$ cat config.mk
export PLATFORM = sky130hd
export DESIGN_NAME = bcd_operand_entry
export DESIGN_NICKNAME = d
export VERILOG_FILES = /design/src/rtl/bcd_operand_entry.sv
export SDC_FILE = /design/constraint.sdc
export NUM_CORES = 1
export LEC_CHECK = 0
export ABC_AREA = 0
export ABC_CLOCK_PERIOD_IN_PS = 3300
export CAP_MARGIN = 30
export CORE_ASPECT_RATIO = 0.7
export CORE_UTILIZATION = 39
export CTS_CLUSTER_DIAMETER = 100
export CTS_CLUSTER_SIZE = 14
export DETAILED_ROUTE_END_ITERATION = 7
export HOLD_SLACK_MARGIN = 0.12
export PLACE_DENSITY = 0.65
export SYNTH_ARGS = -nofsm -noshare
export SYNTH_HDL_FRONTEND = slang
export SYNTH_SLANG_ARGS = --single-unit
$ cat constraint.sdc
create_clock -name clk -period 3.3 [get_ports clk]
set_input_delay 0.66 -clock clk [delete_from_list [all_inputs] [get_ports clk]]
set_output_delay 0.66 -clock clk [all_outputs]
set_load 0.05 [all_outputs]
$ cat src/rtl/bcd_operand_entry.sv
// Keypad front end: collects two BCD operands and an operator, pulses calc_valid on '='.
// Optional feature: define BACKSPACE_EN to build backspace handling with count restore.
module bcd_operand_entry #(
    parameter int         DIGITS  = 3,
    parameter logic [3:0] KEY_ADD = 4'hA,
    parameter logic [3:0] KEY_SUB = 4'hB,
    parameter logic [3:0] KEY_EQ  = 4'hC,
    parameter logic [3:0] KEY_CLR = 4'hD,
    parameter logic [3:0] KEY_BS  = 4'hE
) (
    input  logic                clk,
    input  logic                rst_n,
    input  logic                key_valid,
    input  logic [3:0]          key_code,
    output logic [3:0]          op_sign,
    output logic [4*DIGITS-1:0] num,
    output logic [4*DIGITS-1:0] sub,
    output logic                calc_valid,
    output logic [15:0]         entry_disp,
    output logic [1:0]          state_o
);
    localparam int OW = 4 * DIGITS;
    localparam int CW = $clog2(DIGITS + 1);
    localparam logic [3:0] SIGN_ADD = 4'd10;
    localparam logic [3:0] SIGN_SUB = 4'd0;
    localparam logic [CW-1:0] CNT_MAX = CW'(DIGITS);

    typedef enum logic [1:0] {
        ENTER_A = 2'd0,
        ENTER_B = 2'd1,
        DONE    = 2'd2,
        ILLEGAL = 2'd3
    } state_t;

    state_t        state, state_nx;
    logic [OW-1:0] num_nx, sub_nx;
    logic [3:0]    op_sign_nx;
    logic          calc_nx;
    logic [15:0]   disp_nx;
    logic [CW-1:0] cnt, cnt_nx;
    logic          is_digit, is_op;

`ifdef BACKSPACE_EN
    // Digit count of num, saved when the operator moves entry to sub.
    logic [CW-1:0] a_cnt, a_cnt_nx;
`endif

    assign is_digit = (key_code <= 4'd9);
    assign is_op    = (key_code == KEY_ADD) || (key_code == KEY_SUB);

    always_comb begin
        state_nx   = state;
        num_nx     = num;
        sub_nx     = sub;
        op_sign_nx = op_sign;
        cnt_nx     = cnt;
        calc_nx    = 1'b0;
`ifdef BACKSPACE_EN
        a_cnt_nx   = a_cnt;
`endif
        if (state == ILLEGAL || (key_valid && key_code == KEY_CLR)) begin
            state_nx   = ENTER_A;
            num_nx     = '0;
            sub_nx     = '0;
            op_sign_nx = SIGN_ADD;
            cnt_nx     = '0;
`ifdef BACKSPACE_EN
            a_cnt_nx   = '0;
`endif
        end else if (key_valid) begin
            case (state)
                ENTER_A: begin
                    if (is_digit) begin
                        if (cnt < CNT_MAX) begin
                            num_nx = {num[OW-5:0], key_code};
                            cnt_nx = cnt + 1'b1;
                        end
                    end else if (is_op) begin
                        op_sign_nx = (key_code == KEY_ADD) ? SIGN_ADD : SIGN_SUB;
                        sub_nx     = '0;
                        cnt_nx     = '0;
                        state_nx   = ENTER_B;
`ifdef BACKSPACE_EN
                        a_cnt_nx   = cnt;
`endif
                    end
`ifdef BACKSPACE_EN
                    else if (key_code == KEY_BS && cnt != '0) begin
                        num_nx = {4'd0, num[OW-1:4]};
                        cnt_nx = cnt - 1'b1;
                    end
`endif
                end
                ENTER_B: begin
                    if (is_digit) begin
                        if (cnt < CNT_MAX) begin
                            sub_nx = {sub[OW-5:0], key_code};
                            cnt_nx = cnt + 1'b1;
                        end
                    end else if (is_op) begin
                        op_sign_nx = (key_code == KEY_ADD) ? SIGN_ADD : SIGN_SUB;
                    end else if (key_code == KEY_EQ) begin
                        calc_nx  = 1'b1;
                        state_nx = DONE;
                    end
`ifdef BACKSPACE_EN
                    else if (key_code == KEY_BS) begin
                        if (cnt != '0) begin
                            sub_nx = {4'd0, sub[OW-1:4]};
                            cnt_nx = cnt - 1'b1;
                        end else begin
                            state_nx = ENTER_A;
                            cnt_nx   = a_cnt;
                        end
                    end
`endif
                end
                DONE: begin
                    // A digit after a result starts a fresh calculation.
                    if (is_digit) begin
                        num_nx     = {{(OW-4){1'b0}}, key_code};
                        sub_nx     = '0;
                        op_sign_nx = SIGN_ADD;
                        cnt_nx     = CW'(1);
                        state_nx   = ENTER_A;
                    end
                end
                default: ;
            endcase
        end
        disp_nx = (state_nx == ENTER_A) ? {4'd0, num_nx} : {op_sign_nx, sub_nx};
    end

    always_ff @(posedge clk or negedge rst_n) begin
        if (!rst_n) begin
            state      <= ENTER_A;
            num        <= '0;
            sub        <= '0;
            op_sign    <= SIGN_ADD;
            cnt        <= '0;
            calc_valid <= 1'b0;
            entry_disp <= '0;
        end else begin
            state      <= state_nx;
            num        <= num_nx;
            sub        <= sub_nx;
            op_sign    <= op_sign_nx;
            cnt        <= cnt_nx;
            calc_valid <= calc_nx;
            entry_disp <= disp_nx;
        end
    end

`ifdef BACKSPACE_EN
    always_ff @(posedge clk or negedge rst_n) begin
        if (!rst_n) a_cnt <= '0;
        else        a_cnt <= a_cnt_nx;
    end
`endif

    assign state_o = state;

endmodule

Word level (Yosys, flattened, before mapping)
Cells that the tools add are included.
{ "op_classes": {"order_cmp": 2, "muxes": 45, "eq_ne": 10, "n_addsub": 1, "n_reduce_logical": 9} }
{ "op_table": {"columns": ["cell", "n"], "rows": [
  ["2-to-1 mux 12 bit", 12],
  ["one-hot mux 12 bit (3 select lines)", 1],
  ["2-to-1 mux 2 bit", 15],
  ["2-to-1 mux 4 bit", 6],
  ["one-hot mux 12 bit (2 select lines)", 1],
  ["equality test 4 bit (second input constant)", 4],
  ["2-to-1 mux 16 bit", 1],
  ["one-hot mux 2 bit (3 select lines)", 2],
  ["one-hot mux 4 bit (2 select lines)", 1],
  ["2-to-1 mux 1 bit", 6],
  ["!= test 3 bit (second input constant)", 2],
  ["AND reduction 5 bit", 1],
  ["equality test 2 bit (second input constant)", 2],
  ["less-or-equal comparator 4 bit (second input constant)", 1],
  ["zero test 2 bit", 2],
  ["!= test 4 bit (second input constant)", 1],
  ["nonzero test 4 bit", 1],
  ["adder 2 x 1 -> 2 bit (second input constant)", 1],
  ["equality test 2 x 1 -> 1 bit (second input constant)", 1],
  ["logical OR 1 bit", 2],
  ["less-than comparator 2 bit (second input constant)", 1],
  ["nonzero test 2 bit", 1],
  ["OR reduction 2 bit", 1],
  ["logical AND 1 bit", 1]
]} }
{ "totals": {"wordCells": 74, "reg_bits": 49} }

Logic depth before layout (Yosys ltp)
Gate-level depths: netlist of run 1.
{ "depth": {"word_depth": 9, "ltp_mapped": 9, "mapped_depth_nobuf": 7} }

Worst setup path after synthesis of run 1
Ideal clock, no wire load.
{ "synth_path": {"path_kind": "reg-to-reg", "from": "register state[0], in the netlist state_o[0]", "to": "register entry_disp[10]", "path_stages_with_launch": 10, "slack_ns": 0.760, "setup_ns": 0.125, "arrival_ns": 2.415, "cell_sequence": "dfrtp_1 -> inv_1 -> ha_1 -> buf_2 -> inv_1 -> o221ai_1 -> o221a_2 -> nor2_4 -> buf_6 -> mux2_4"} }
{ "synth_rtl": {"columns": ["element", "line_no", "rtl"], "rows": [
  ["start: declaration", "35", "state_t state, state_nx;"],
  ["start signal: assignment", "144", "state <= state_nx;"],
  ["equality test 2 bit, or another cell as far along", "71", "case (state)"],
  ["one-hot mux 2 bit (3 select lines)", "71", null],
  ["2-to-1 mux 2 bit", "70", "end else if (key_valid) begin"],
  ["2-to-1 mux 2 bit (*)", "61", "if (state == ILLEGAL || (key_valid && key_code == KEY_CLR)) begin"],
  ["net state_nx[1]", "35", null],
  ["zero test 2 bit (*)", "131", "disp_nx = (state_nx == ENTER_A) ? {4'd0, num_nx} : {op_sign_nx, sub_nx};"],
  ["2-to-1 mux 16 bit (*)", "131", null],
  ["net disp_nx[10]", "39", "logic [15:0] disp_nx;"],
  ["end signal: assignment", "150", "entry_disp <= disp_nx;"],
  ["end: declaration", "19", "output logic [15:0] entry_disp,"]
]} }
The timed path passes the listed nets; every way through them passes the cells marked *.
A chain may end at the register's enable or synchronous reset.

Worst setup path after layout of run 1
{ "layout_path": {"from": "input port key_code[3]", "to": "register entry_disp[0]"} }
{ "layout_via": {"elab_chain_len": 9} }
{ "layout_lines": {"columns": ["element", "line_no", "rtl"], "rows": [
  ["start: declaration", "14", "input logic [3:0] key_code,"],
  ["equality test 4 bit, on equally long branches", "102, 49", null],
  ["2-to-1 mux 2 bit / logical OR 1 bit (equally long branches)", "102, 49", null],
  ["2-to-1 mux 2 bit, on equally long branches", "100, 78", null],
  ["2-to-1 mux 2 bit, on equally long branches", "95, 73", null],
  ["one-hot mux 2 bit (3 select lines)", "71", null],
  ["2-to-1 mux 2 bit", "70", null],
  ["2-to-1 mux 2 bit (*)", "61", null],
  ["net state_nx[1]", "35", null],
  ["zero test 2 bit (*)", "131", null],
  ["2-to-1 mux 16 bit (*)", "131", null],
  ["net disp_nx[0]", "39", null]
]} }
Marks and branches as above.

==> results.md, run 1 <==
| Item | Reported | Unit |
| --- | --- | --- |
| Multiplexer area fraction after synthesis | 8.00 | % |
| Worst-case setup slack after placement | 430 | ps |
| Peak supply drop | 438 | µV |
| Type of element launching the critical path | primary input | - |
| CP Capture Type | flip-flop | - |
| Simple logic cell fraction of the synthesized area | 11.9 | % |
| Wire length per cell after detailed routing | 17.2 | µm |
| Ratio of cells with drive above 1 in the final layout | 18.9 | % |
| Seq cells post-synth | 49 | - |
| ANT cells | 0 | - |
| Routed via count | 1729 | - |
| Die Outline Area | 6170 | µm² |
| Setup Crit Path Kind | in2reg | - |
| Post-synthesis share of cell area spent on full adders, half adders and majority gates | 2.19 | % |
| Cell types with the largest area share after synthesis | dfrtp_1 (52%), mux2_4 (4.6%), a22o_1 (4.2%) | - |
| Final hold violation count | 0 | - |
| Count of nets after finishing | 254 | - |
| Aggregate global-route resource usage | 19.3 | % |
| Library cell occupying the most area in the post-synthesis netlist | dfrtp_1 | - |
| Congestion Overflow GR | 0 | - |
| Inserted Clock Buffers | 5 | - |
| Largest net degree at the start of global routing | 29 | - |
| Wire length of the first global-routing pass | 8900 | µm |
| Number of global-route vias before repair | 1665 | - |
| Maximum root-to-sink buffer count | 2 | - |
| Origin of the critical flop-to-flop path | state_o[0] | - |
| Synth Net Count | 195 | - |
| Fmax | 388 | MHz |
| Post-cts hold buffer count | 0 | - |
| # resized after CTS | 0 | - |
| Crit path max fanout | 15 | - |
| Setup Fix Bufs, Post-CTS | 0 | - |
| Most repeated cell in the gate-level netlist after synthesis | dfrtp_1 | - |
| Width of the die | 93.4 | µm |
| Predominant post-synthesis flop cell | dfrtp_1 | - |
| Async set-or-reset flop fraction in the synthesized netlist | 100 | % |
| Total Wirelength | 5430 | µm |
| Router iterations before antenna repair | 4 | - |
| RSZ-0062 raised after global routing | false | - |
| Number of flops mapped to enable cells by yosys | 0 | - |
| Most instantiated cells after synthesis | dfrtp_1 (47), nor2_1 (12), a22o_1 (11), a21oi_1 (9) | - |
| Insertion delay of the later-clocked pin in the worst-skew pair | 300 | ps |
| Starting DRT DRC Count | 153 | - |
| Count of clock tree sinks | 49 | - |
| Number of placed I/O pins | 54 | - |
| Final GP Congestion | 0.938 | - |
| CTS H-tree depth | 2 | - |
| Worst Slack Setup Final | 720 | ps |
| Final number of max-transition violations | 0 | - |
| Part of the Yosys area used for sequential elements | 53.8 | % |
| Number of distinct library cells after synthesis | 52 | - |
| Post-synthesis compound-gate area fraction | 20.9 | % |
| Arrival time at the worst endpoint | 2770 | ps |
| Syn-to-layout area delta | 31.5 | % |
| Antenna violations before repair | 0 | - |
| Area share of xor/xnor cells in the synthesized design | 0 | % |
| Worst setup path start | key_code[3] | - |
| Dominant combinational cell family by area after synthesis | compound AO/OA/AOI/OAI gates | - |
| Max_slew headroom | 52.5 | % |
| Starting utilization of the core area | 42.1 | % |
| Run status | completed | - |
| Req. time, crit path | 3490 | ps |
| Leak pwr | 0.00132 | µW |
| Mean number of vias per cell | 5.47 | - |
| Power density over the cells | 1020 | nW/µm² |
| Cell count after synthesis | 184 | - |
| Clock slew at reported path FFs | 90 | ps |
| Cell area after technology mapping | 2280 | µm² |
| Placed wire-length estimate after detailed placement | 4040 | µm |
| Period utilization | 78.2 | % |
| Post-synthesis average cell area | 12.4 | µm² |
| Final TNS setup | 0 | ps |
| Post-route antenna net violation count | 0 | - |
| Final critical path time including I/O delays and setup | 2580 | ps |
| Number of synthesis warnings | 0 | - |
| Die Y | 66 | µm |
| Buffers added on ports | 53 | - |
| Worst-Margin Slew | 708 | ps |
| Core footprint | 5420 | µm² |
| DRC violations left | 0 | - |
| Share of the synthesized area in the top cell type | 51.5 | % |
| # setup viols final | 0 | - |
| Maximum capacitance violations | 0 | - |
| Number of standard-cell rows in the floorplan | 22 | - |
| Setup skew after layout | 11.6 | ps |
| CTS tree | built | - |
| Classification of the worst-slack hold path | in2async | - |
| Clock tree root driver cell | clkbuf_8 | - |
==> cell type report <==
class	count	area, µm²
Tap cell	72	90.1
Inverter	4	15.0
Timing Repair Buffer	61	598
Multi-Input combinational cell	122	982
Fill cell	479	2420
Sequential cell	49	1230
Clock buffer	5	68.8
Clock inverter	3	17.5
==> critical path: stages <==
cell             delay, ps
clkdlybuf4s50_1        700
and3b_1                260
o221ai_1               170
o221a_2                350
nor2_4                 110
buf_12                 170
mux2_2                 350
==> registers in the layout, summed over array words and instances, names as in the netlist <==
register,flops
num,12
entry_disp,16
cnt,2
op_sign,4
calc_valid,1
state_o,2
sub,12
==> layer usage <==
metal	vias to the layer above	GRT usage (%)	part of all wire, %
met1	863	29.2	51
li1	804	-	-
met4	0	5.77	1.0
met5	-	0	0
met2	56	27.5	42
met3	6	4.14	5.4
==> per-stage QoR <==
stage / hold WS [ps] / power (µW) / instances / cell area (µm²) / utilization, %
after global routing: 322 / 3220 / 316 / 3000 / 55.3
after CTS: 301 / 3080 / 316 / 3000 / 55.3
after detailed placement: 491 / 2740 / 308 / 2910 / 53.7
after floorplan: 364 / 2160 / 184 / 2280 / -
after global placement: 495 / 2730 / 308 / 2910 / 53.7
final: 291 / 3070 / 316 / 3000 / 55.3
==> worst paths after layout <==
kind | end | cells past startpoint | slack [ps]
hold reg to reg | op_sign[2] | 1 | 510
max in group asynchronous | entry_disp[8] | 2 | 2280
setup reg to reg | entry_disp[0] | 8 | 870
setup / recovery | entry_disp[0] | 7 | 720
min in group clk | op_sign[2] | 1 | 510
hold / removal | entry_disp[7] | 1 | 290
==> layout by cell type (no fill, tap or decap), types with 2 or more instances in the layout <==
cell type / n
nand3b_1: 2
clkdlybuf4s50_1: 52
and2_1: 3
o21a_1: 4
a22o_1: 11
mux2_2: 5
nor2_1: 12
o21ai_0: 7
clkinv_2: 2
clkbuf_8: 5
a22oi_1: 8
inv_1: 3
ha_1: 4
buf_4: 7
or4b_2: 2
nand2_1: 8
o21ai_1: 2
mux2_4: 7
nor2b_1: 4
dfstp_2: 2
a221o_1: 2
dfrtp_1: 47
a31oi_1: 3
a21oi_1: 9
o211ai_1: 2
==> power breakdown <==
group	internal (µW)	switching, µW	total, µW
registers	803	154	957
clock network	146	193	339
logic	659	1110	1770
==> kinds of logic after synthesis <==
kind of cell	count (synthesis)
simple gates	43
flops	49
mux	14
compound gates	61
buf+inv	13
fa+ha+maj	4
Power figures use the tool's default switching activity.
==> run 2: changes to the inputs <==
ABC_CLOCK_PERIOD_IN_PS = 2600   (was 3300)
clock period = 2.6 ns   (was 3.3 ns; I/O delays follow)
==> run 2 against run 1 <==
Compared with the run above: core utilization up 3.3 points; sequential share of layout area down 2.3 points; wire length up 0.53%; flip-flop and latch count is the same; via count rose by 1.3%; non-clock buffer count is 20 higher; critical path depth rose by 1; highest routed layer unchanged.
==> results.md, run 2 (same netlist as run 1, synthesis figures left out) <==
| Item | Reported | Unit |
| --- | --- | --- |
| Switching power as a share of total power | 45.7 | % |
| Starting utilization of the core area | 42.1 | % |
| # resized after CTS | 0 | - |
| Die Y | 66 | µm |
| Final number of max-transition violations | 0 | - |
| Met2 wire len | 2310 | µm |
| Width of the die | 93.4 | µm |
| Final Total Pwr | 4030 | µW |
| Count of nets after finishing | 274 | - |
| ANT cells | 0 | - |
| Max_slew headroom | 55.3 | % |
| Ratio of cells with drive above 1 in the final layout | 25.0 | % |
| Kind of cell adding the most delay to the critical path | buffers and inverters | - |
| Core footprint | 5420 | µm² |
| Leak pwr | 0.00142 | µW |
| Number of placed I/O pins | 54 | - |
| Starting DRT DRC Count | 148 | - |
| Internal power | 2190 | µW |
| Combinational group share of total power | 56.9 | % |
| Crit path max fanout | 15 | - |
| Clock tree root driver cell | clkbuf_8 | - |
| Critical path's largest stage delay | 510 | ps |
| Number of cells in the design after placement | 327 | - |
| Inserted Clock Buffers | 5 | - |
| Mean number of vias per cell | 5.21 | - |
| Final-layout fill cell count | 463 | - |
| Commonest cells after routing, fill and taps aside | clkdlybuf4s50_1 (52), dfrtp_1 (47), buf_4 (26), nor2_1 (12), a22o_1 (11) | - |
| Peak supply drop | 702 | µV |
| Power density over the cells | 1270 | nW/µm² |
| Non-filler cells in the finished layout | 336 | - |
| Router iterations before antenna repair | 4 | - |
| Req. time, crit path | 2780 | ps |
| Maximum root-to-sink buffer count | 2 | - |
| Met1 Routed Length | 2840 | µm |
| Relative contribution of the clock network to total power | 13.3 | % |
| Setup skew after layout | 7.56 | ps |
| Setup Crit Path Kind | in2reg | - |
| Commonest non-fill, non-tap cell in the layout | clkdlybuf4s50_1 | - |
| Antenna violations before repair | 0 | - |
| Classification of the worst-slack hold path | in2async | - |
| Share of the core filled with cells | 58.6 | % |
| Run status | completed | - |
| Worst setup path start | key_code[2] | - |
| Syn-to-layout area delta | 39.3 | % |
| Setup Fix Bufs, Post-CTS | 0 | - |
| Worst Slack Setup Final | 108 | ps |
| Number of standard-cell rows in the floorplan | 22 | - |
| Critical-path cell list | clkdlybuf4s50_1 -> buf_4 -> and3b_1 -> o221ai_1 -> o221a_2 -> nor2_4 -> buf_12 -> mux2_2 | - |
| Aggregate global-route resource usage | 19.3 | % |
| Worst-Margin Slew | 667 | ps |
| Final GP Congestion | 0.892 | - |
| CP Capture Type | flip-flop | - |
| Die Outline Area | 6170 | µm² |
| Maximum capacitance violations | 0 | - |
| Congestion Overflow GR | 0 | - |
| Post-cts hold buffer count | 0 | - |
| Bufs and invs on worst path | 3 | - |
| CTS tree | built | - |
| Post-route antenna net violation count | 0 | - |
| Max FFs per register | 16 | - |
| Buffers added on ports | 53 | - |
| DRC violations left | 0 | - |
| Flop pwr share | 29.9 | % |
| Count of clock tree sinks | 49 | - |
| Register bank with the most flops | entry_disp | - |
| Routed via count | 1752 | - |
| Wire length of the first global-routing pass | 9070 | µm |
| Origin of the critical flop-to-flop path | state_o[0] | - |
| Worst-case setup slack after placement | -173 | ps |
| Fmax | 401 | MHz |
| Uppermost layer routed | met4 | - |
| Total Wirelength | 5460 | µm |
| CTS H-tree depth | 2 | - |
| # setup viols final | 0 | - |
| Net switching power | 1840 | µW |
| Arrival time at the worst endpoint | 2670 | ps |
| Final hold violation count | 0 | - |
| RSZ-0062 raised after global routing | false | - |
| Slowest cell on the critical path | clkdlybuf4s50_1 | - |
| Wire length per cell after detailed routing | 16.3 | µm |
| Insertion delay of the later-clocked pin in the worst-skew pair | 290 | ps |
| Placed wire-length estimate after detailed placement | 4050 | µm |
| Number of global-route vias before repair | 1760 | - |
| Routed length on met3 | 298 | µm |
| Type of element launching the critical path | primary input | - |
| Final critical path time including I/O delays and setup | 2490 | ps |
| Clock slew at reported path FFs | 90 | ps |
| Top flop regs | entry_disp x16, num x12, sub x12 | - |
| Period utilization | 95.9 | % |
| Largest net degree at the start of global routing | 50 | - |
run 2: per-stage QoR:
stage	cell area (µm²)	TNS (ps)	hold WS [ps]
final	3180	0	316
after global routing	3180	0	358
after CTS	3170	0	330
after detailed placement	3060	-2100	485
after global placement	3060	-1630	489
after floorplan	2280	0	224
run 2: per-layer routing:
metal / up-vias / track usage [%]
li1: 847 / -
met1: 852 / 28.9
met2: 51 / 29.1
met3: 2 / 4.14
met4: 0 / 2.88
met5: - / 0
run 2: final cells by class:
class                           instances  area (µm²)  area share (%)
Clock buffer                            5        68.8            2.16
Multi-Input combinational cell        122         982            30.9
Tap cell                               72        90.1            2.83
Inverter                                4        15.0           0.472
Clock inverter                          3        46.3            1.46
Timing Repair Buffer                   81         748            23.5
Sequential cell                        49        1230            38.6
run 2: worst reg2reg max path, cell delays in order, from the launching register on:
cell      delay, ps
dfrtp_1         440
ha_1            270
and2b_4         310
o221ai_1        190
o221a_2         360
nor2_4          110
buf_12          170
mux2_2          350
run 2: worst paths after layout:
kind                                   to  slack [ps]  cells after the start
min reg2reg                    op_sign[0]         510                      1
max                         entry_disp[0]         110                      8
max in group asynchronous          num[3]        1880                      2
min in group clk               op_sign[0]         510                      1
min                        entry_disp[13]         320                      2
max reg2reg                 entry_disp[0]         280                      7
run 2: power groups by stage:
stage | combinational, µW | sequential [µW] | clock [µW]
6_report | 2290 | 1200 | 534
5_1_grt | 2430 | 1240 | 583
4_1_cts | 2300 | 1210 | 551
3_5_place_dp | 2290 | 1220 | 0
3_3_place_gp | 2280 | 1220 | 0
2_1_floorplan | 756 | 1990 | 0
==> run 3: changes to the inputs <==
HOLD_SLACK_MARGIN = 0.06   (was 0.12)
==> results of run 3 <==
No change in the layout: final DEF, timing and power equal those of run 2.
